$ cat config.mk
export PLATFORM = sky130hd
export DESIGN_NAME = cmul_pipe
export DESIGN_NICKNAME = d
export VERILOG_FILES = /design/src/rtl/fft_pkg.sv /design/src/rtl/cmul_round_sat.sv /design/src/rtl/cmul_pipe.sv
export SDC_FILE = /design/constraint.sdc
export NUM_CORES = 2
export LEC_CHECK = 0
export BUFFER_PORTS_ARGS = -buffer_cell sky130_fd_sc_hd__buf_2
export CAP_MARGIN = 20
export CORE_MARGIN = 2
export CORE_UTILIZATION = 31
export CTS_BUF_LIST = sky130_fd_sc_hd__clkbuf_8 sky130_fd_sc_hd__clkbuf_16
export CTS_CLUSTER_DIAMETER = 40
export CTS_CLUSTER_SIZE = 16
export DETAILED_ROUTE_END_ITERATION = 8
export MAX_ROUTING_LAYER = met4
export PLACE_DENSITY = 0.57
export SYNTH_ARGS = -nofsm -noshare
export SYNTH_HDL_FRONTEND = slang
export SYNTH_SLANG_ARGS = --single-unit
export TNS_END_PERCENT = 5
$ cat constraint.sdc
create_clock -name clk -period 9.5 [get_ports clk]
set_input_delay 0.95 -clock clk [delete_from_list [all_inputs] [get_ports clk]]
set_output_delay 0.95 -clock clk [all_outputs]
set_load 0.01 [all_outputs]
$ cat src/rtl/fft_pkg.sv
// Shared definitions for the FFT datapath: default widths, rounding modes and internal width helpers.
package fft_pkg;

  localparam int unsigned DATA_W_DEF = 16;
  localparam int unsigned FRAC_W_DEF = 15;

  typedef enum logic {
    RND_TRUNC   = 1'b0,
    RND_HALF_UP = 1'b1
  } rnd_mode_e;

  // Width of the pre-adder results (sum/difference of two sign-extended components).
  function automatic int unsigned pre_w(input int unsigned data_w);
    return data_w + 2;
  endfunction

  // Width of the post-adder results before scaling.
  function automatic int unsigned acc_w(input int unsigned data_w);
    return 2 * data_w + 5;
  endfunction

endpackage

$ cat src/rtl/cmul_round_sat.sv
// Scale one full-precision component down by FRAC_W with optional rounding, then saturate or wrap.
module cmul_round_sat
  import fft_pkg::*;
#(
  parameter int unsigned DATA_W   = DATA_W_DEF,
  parameter int unsigned FRAC_W   = FRAC_W_DEF,
  parameter rnd_mode_e   RND_MODE = RND_HALF_UP,
  parameter bit          SAT      = 1'b1
) (
  input  logic signed [acc_w(DATA_W)-1:0] acc_i,
  output logic signed [DATA_W-1:0]        res_c,
  output logic                            ovf_c
);

  localparam int unsigned AW = acc_w(DATA_W);

  localparam logic signed [AW-1:0] RND_K =
    (RND_MODE == RND_HALF_UP) ? AW'(1) << (FRAC_W - 1) : '0;
  localparam logic signed [AW-1:0] MAX_V = {{(AW-DATA_W+1){1'b0}}, {(DATA_W-1){1'b1}}};
  localparam logic signed [AW-1:0] MIN_V = {{(AW-DATA_W+1){1'b1}}, {(DATA_W-1){1'b0}}};

  logic signed [AW-1:0] shifted;

  // Round, arithmetic shift, range check and clamp/wrap.
  always_comb begin
    shifted = (acc_i + RND_K) >>> FRAC_W;
    ovf_c   = (shifted > MAX_V) || (shifted < MIN_V);
    res_c   = shifted[DATA_W-1:0];
    if (SAT && ovf_c) begin
      res_c = shifted[AW-1] ? {1'b1, {(DATA_W-1){1'b0}}} : {1'b0, {(DATA_W-1){1'b1}}};
    end
  end

endmodule

$ cat src/rtl/cmul_pipe.sv
// Three-stage Gauss-form complex multiplier (3 real multipliers) with valid/ready and global stall.
module cmul_pipe
  import fft_pkg::*;
#(
  parameter int unsigned DATA_W = DATA_W_DEF,
  parameter int unsigned FRAC_W = FRAC_W_DEF,
  parameter bit          ROUND  = 1'b1,
  parameter bit          SAT    = 1'b1
) (
  input  logic                     clk,
  input  logic                     rst_n,
  input  logic                     in_valid,
  output logic                     in_ready,
  input  logic                     conj,
  input  logic signed [DATA_W-1:0] x_re,
  input  logic signed [DATA_W-1:0] x_im,
  input  logic signed [DATA_W-1:0] w_re,
  input  logic signed [DATA_W-1:0] w_im,
  output logic                     out_valid,
  input  logic                     out_ready,
  output logic signed [DATA_W-1:0] y_re,
  output logic signed [DATA_W-1:0] y_im,
  output logic                     ovf
);

  localparam int unsigned W1 = DATA_W + 1;
  localparam int unsigned W2 = pre_w(DATA_W);
  localparam int unsigned PW = 2 * DATA_W + 4;
  localparam int unsigned AW = acc_w(DATA_W);
  localparam rnd_mode_e   RND_MODE = ROUND ? RND_HALF_UP : RND_TRUNC;

  logic en_c;

  // S1: pre-add registers
  logic signed [W1-1:0] x1_q, y1_q, l1_q, x1_d, y1_d, l1_d;
  logic signed [W2-1:0] lm1_q, lp1_q, xy1_q, lm1_d, lp1_d, xy1_d;
  logic signed [W1-1:0] mc_c;
  logic                 v1_q, v1_d;

  // S2: product registers
  logic signed [PW-1:0] t1_q, t2_q, t3_q, t1_d, t2_d, t3_d;
  logic                 v2_q, v2_d;

  // S3: output registers
  logic signed [AW-1:0]     re_c, im_c;
  logic signed [DATA_W-1:0] re_sat_c, im_sat_c;
  logic                     re_ovf_c, im_ovf_c;
  logic signed [DATA_W-1:0] y_re_q, y_im_q, y_re_d, y_im_d;
  logic                     ovf_q, ovf_d, v3_q, v3_d;

  // Global enable: the whole pipe advances whenever the output slot is free or being drained.
  assign en_c     = ~v3_q | out_ready;
  assign in_ready = en_c;

  // S1 next state: sign-extend, apply conjugate to M, form the Gauss pre-sums.
  always_comb begin
    x1_d  = W1'(x_re);
    y1_d  = W1'(x_im);
    l1_d  = W1'(w_re);
    mc_c  = conj ? -W1'(w_im) : W1'(w_im);
    lm1_d = W2'(l1_d) - W2'(mc_c);
    lp1_d = W2'(l1_d) + W2'(mc_c);
    xy1_d = W2'(x1_d) - W2'(y1_d);
    v1_d  = in_valid;
  end

  // S2 next state: three full-precision real products.
  always_comb begin
    t1_d = PW'(lm1_q) * PW'(y1_q);
    t2_d = PW'(lp1_q) * PW'(x1_q);
    t3_d = PW'(l1_q) * PW'(xy1_q);
    v2_d = v1_q;
  end

  // S3 post-add; result is zeroed when the stage carries a bubble.
  always_comb begin
    re_c   = AW'(t1_q) + AW'(t3_q);
    im_c   = AW'(t2_q) - AW'(t3_q);
    y_re_d = v2_q ? re_sat_c : '0;
    y_im_d = v2_q ? im_sat_c : '0;
    ovf_d  = v2_q & (re_ovf_c | im_ovf_c);
    v3_d   = v2_q;
  end

  cmul_round_sat #(
    .DATA_W   (DATA_W),
    .FRAC_W   (FRAC_W),
    .RND_MODE (RND_MODE),
    .SAT      (SAT)
  ) u_rs_re (
    .acc_i (re_c),
    .res_c (re_sat_c),
    .ovf_c (re_ovf_c)
  );

  cmul_round_sat #(
    .DATA_W   (DATA_W),
    .FRAC_W   (FRAC_W),
    .RND_MODE (RND_MODE),
    .SAT      (SAT)
  ) u_rs_im (
    .acc_i (im_c),
    .res_c (im_sat_c),
    .ovf_c (im_ovf_c)
  );

  // Pipeline registers: cleared on reset, loaded only when the pipe is enabled.
  always_ff @(posedge clk or negedge rst_n) begin
    if (!rst_n) begin
      x1_q   <= '0;
      y1_q   <= '0;
      l1_q   <= '0;
      lm1_q  <= '0;
      lp1_q  <= '0;
      xy1_q  <= '0;
      v1_q   <= 1'b0;
      t1_q   <= '0;
      t2_q   <= '0;
      t3_q   <= '0;
      v2_q   <= 1'b0;
      y_re_q <= '0;
      y_im_q <= '0;
      ovf_q  <= 1'b0;
      v3_q   <= 1'b0;
    end else if (en_c) begin
      x1_q   <= x1_d;
      y1_q   <= y1_d;
      l1_q   <= l1_d;
      lm1_q  <= lm1_d;
      lp1_q  <= lp1_d;
      xy1_q  <= xy1_d;
      v1_q   <= v1_d;
      t1_q   <= t1_d;
      t2_q   <= t2_d;
      t3_q   <= t3_d;
      v2_q   <= v2_d;
      y_re_q <= y_re_d;
      y_im_q <= y_im_d;
      ovf_q  <= ovf_d;
      v3_q   <= v3_d;
    end
  end

  assign out_valid = v3_q;
  assign y_re      = y_re_q;
  assign y_im      = y_im_q;
  assign ovf       = ovf_q;

endmodule

==> summary.md <==
| Metric | Value |
|---|---|
| Starting density of the core | between 30 and 40% |
| CP Class | flop to flop |
| Clk sinks | between 200 and 250 |
| TritonCTS clock tree | built |
| Synth area leaders | fa_1, dfrtp_1, ha_1 |
| Final net count | around 6500 |
| Pin count of the biggest net entering global routing | between 150 and 200 |
| Simple-gate share of the synthesized area | about 16% |
| Syn Nets | ~6500 |
| Die H | 390 um |
| Layout Cells excl Fill | around 7100 |
| Placed Instances | 7015 |
| Buffer type at the clock tree root | clkbuf_16 |
| Final Hold Viols | 0 |
| # hold bufs at CTS | 0 |
| CP Cell Sequence | nand2_1 -> fa_1 -> fa_1 -> fa_1 -> inv_1 -> fa_1 -> fa_1 -> inv_1 -> fa_1 -> inv_1 -> ha_1 -> and3_1 -> nand4_1 -> o31ai_1 -> nand4_1 -> a31oi_1 -> nor4_1 -> nor3_1 -> a211oi_1 -> a21oi_1 -> xnor2_1 -> o21ai_0 |
| CP Max Fanout | 17 |
| Critical path required time | roughly 10000 ps |
| Post-Syn Instances | ~5200 |
| Register bit total from synthesis | roughly 240 |
| Synthesized area | 46300 um2 |
| Setup TNS | 0 ps |
| Clock Pin Slew Worst Setup and Hold Paths | ~50 ps |
| CTS buffer count | 53 |
| Most frequent cells in the layout | inv_1, fa_1, nand2_1 |
| Routability cong. | ~0.89 |
| Final wirelength | 130000 um |
| Detailed placement HPWL | around 110000 um |
| Post-DRT Antenna Nets | 0 |
| Fill cells | between 15000 and 20000 |
| Setup violators final | 0 |
| Critical Path Start Type | flop |
| Total setup buffers inserted after CTS | 0 |
| Layout area overhead | 9.08% |
| IO buf count | a little over 100 |
| Actual slew at the worst max-slew pin | between 900 and 1000 ps |
| Residual DRC | 0 |
| First-pass GRT wire length | 209000 um |
| Drt pass-1 iters | 6 |
| Synth Area in Adders | between 40 and 50% |
| Commonest non-fill, non-tap cell in the layout | inv_1 |
| Leading area contributor after synthesis | fa_1 |
| Run status | complete, no violations |
| GRT Total Usage | 18.0% |
| Max H-tree Level | 2 |
| Fmax achieved | 139 MHz |
| IO Count | 104 |
| EDFF count, synth | 0 |
| Die width | 390 um |
| Max stage delay on crit path | roughly 840 ps |
| Vias in the first global route | 36000 |
| Antenna violations before repair | 10 |
| RSZ-0062 raised after global routing | false |
| Max-slew violations | 0 |
| Maxcap violations | 0 |
| Top-area cell type share of the netlist area | around 37% |
| Post-Synth XOR/XNOR Area | 3.61% |
| Starting DRT DRC Count | 2430 |
| Post-synth ARST share | 100% |
| Buf/Inv on CP | 3 |
| Synthesis Warnings | 0 |
| Full die area | about 150000 um2 |
| Hold Crit Class | input pin to async pin |
| Post-synthesis compound-gate area fraction | between 8 and 9% |
| Drt wl/cell | 18.2 um |
| Final Skew | 27.6 ps |
| Slew headroom | around 33% |
| Clk_lat worst skew | 650 ps |
| Resized Gates After CTS | 0 |
| Cell variety after synth | slightly below 80 |
| CP arrival | around 7700 ps |
| Vias post-DR | about 34000 |
| Main combinational cell family by area after synthesis | adder cells |
| Clock buffer depth | 3 |
| Row count | about 140 |
| Crit end category | flop |
| Via density | between 4 and 5 |
| Share of layout cells above drive strength 1 | ~4.5% |
| Minimum clock period | between 7000 and 8000 ps |
| Post-route clock period utilization | between 70% and 80% |
| Crit-path most repeated cell | fa_1 |
| Global route overflow | 0 |
| Post-synthesis mux area share | less than 1% |
| Seq/Total Area, Yosys | about an eighth |
| Core Region | ~150000 um2 |
| Critical-path top delay cell | dfrtp_1 |
| Top delay family on crit path | adder cells |
| Avg Cell Area, Syn | around 9 um2 |
| Prevailing post-synth register cell | dfrtp_1 |
[worst reg2reg max path: stages, from the launching register on]
cell and delay, ps:
dfrtp_1 840, nand2_1 210, fa_1 540, fa_1 460, fa_1 540, inv_1 50
fa_1 490, fa_1 490, inv_1 50, fa_1 470, inv_1 40, ha_1 360
and3_1 200, nand4_1 160, o31ai_1 550, nand4_1 250, a31oi_1 360, nor4_1 110
nor3_1 320, a211oi_1 170, a21oi_1 190, xnor2_1 130, o21ai_0 80
[registers in the layout (all words and copies together) (netlist names)]
signal,flops
x1_q,16
t1_q,34
t3_q,33
out_valid,1
y1_q,16
lm1_q,18
lp1_q,17
l1_q,16
ovf,1
v1_q,1
t2_q,34
v2_q,1
xy1_q,17
y_im,16
y_re,16
[final cells by class]
cell class                      count  area, um2  share of cell area (%)
Timing Repair Buffer              119        654                    1.30
Clock inverter                     44        474                   0.939
Clock buffer                       55       1350                    2.68
Multi-Input combinational cell   3663      35600                    70.6
Antenna cell                        8       20.0                  0.0397
Tap cell                         1930       2410                    4.78
Inverter                         1066       4010                    7.94
Sequential cell                   237       5930                    11.7
[cell usage after synthesis, drive strengths merged (4+ instances only)]
master	count
inv	1066
fa	859
nand2	722
ha	440
and2	399
dfrtp	237
nor2	215
a21oi	198
o21ai	182
clkbuf	179
xnor2	126
a21o	66
xor2	65
nand2b	41
nand3	36
nor3	31
nor2b	27
o21a	23
o21bai	22
o31ai	18
a221o	16
a31oi	15
nand4	15
a211oi	12
and3	12
buf	12
a21boi	10
or3	10
o211ai	8
a2111oi	6
o41ai	6
a211o	5
a41o	5
and4	5
nand3b	5
o22ai	5
a221oi	4
mux2i	4
nor3b	4
nor4	4
o2111ai	4
[metal layers]
layer / routed length [um] / share of wire, % / track usage [%]
met3: 8280 / 6.4 / 2.59
met5: 0 / 0 / -
met2: 57000 / 44 / 27.5
met1: 60700 / 47 / 25.0
met4: 3510 / 2.7 / 4.79
[final timing paths]
kind | startpoint | to | slack [ps] | cells after the start
min reg2reg | y_im[9] | y_im[9] | 460 | 2
max | xy1_q[10] | t3_q[32] | 2290 | 22
max in group asynchronous | rst_n | lp1_q[16] | 7830 | 2
min | rst_n | y_im[12] | 300 | 1
min in group clk | y_im[9] | y_im[9] | 460 | 2
max reg2reg | xy1_q[10] | t3_q[32] | 2290 | 22
[metrics by stage]
stage / util (%) / hold WS (ps) / setup WS, ps / area, um2
2_1_floorplan: - / 430 / 2970 / 46300
3_3_place_gp: 32.9 / 445 / 2330 / 48600
3_5_place_dp: 32.9 / 456 / 2290 / 48600
4_1_cts: 34.1 / 277 / 2270 / 50500
5_1_grt: 34.1 / 326 / 1780 / 50500
6_report: 34.1 / 299 / 2290 / 50500
[kinds of logic (layout without fill, tap and decap cells)]
kind of cell	count (synthesis)	after routing
AOI/OAI and AO/OA	633	633
xor gates and xnor gates	191	191
adders and majority gates	1299	1299
buffers and inverters	1257	1284
DFF	237	237
muxes	4	4
other	0	8
and+or+nand+nor	1536	1536
Power is left out: the tool's default activity adds up to more than one toggle a clock period on the data nets, which glitch-free logic cannot reach.
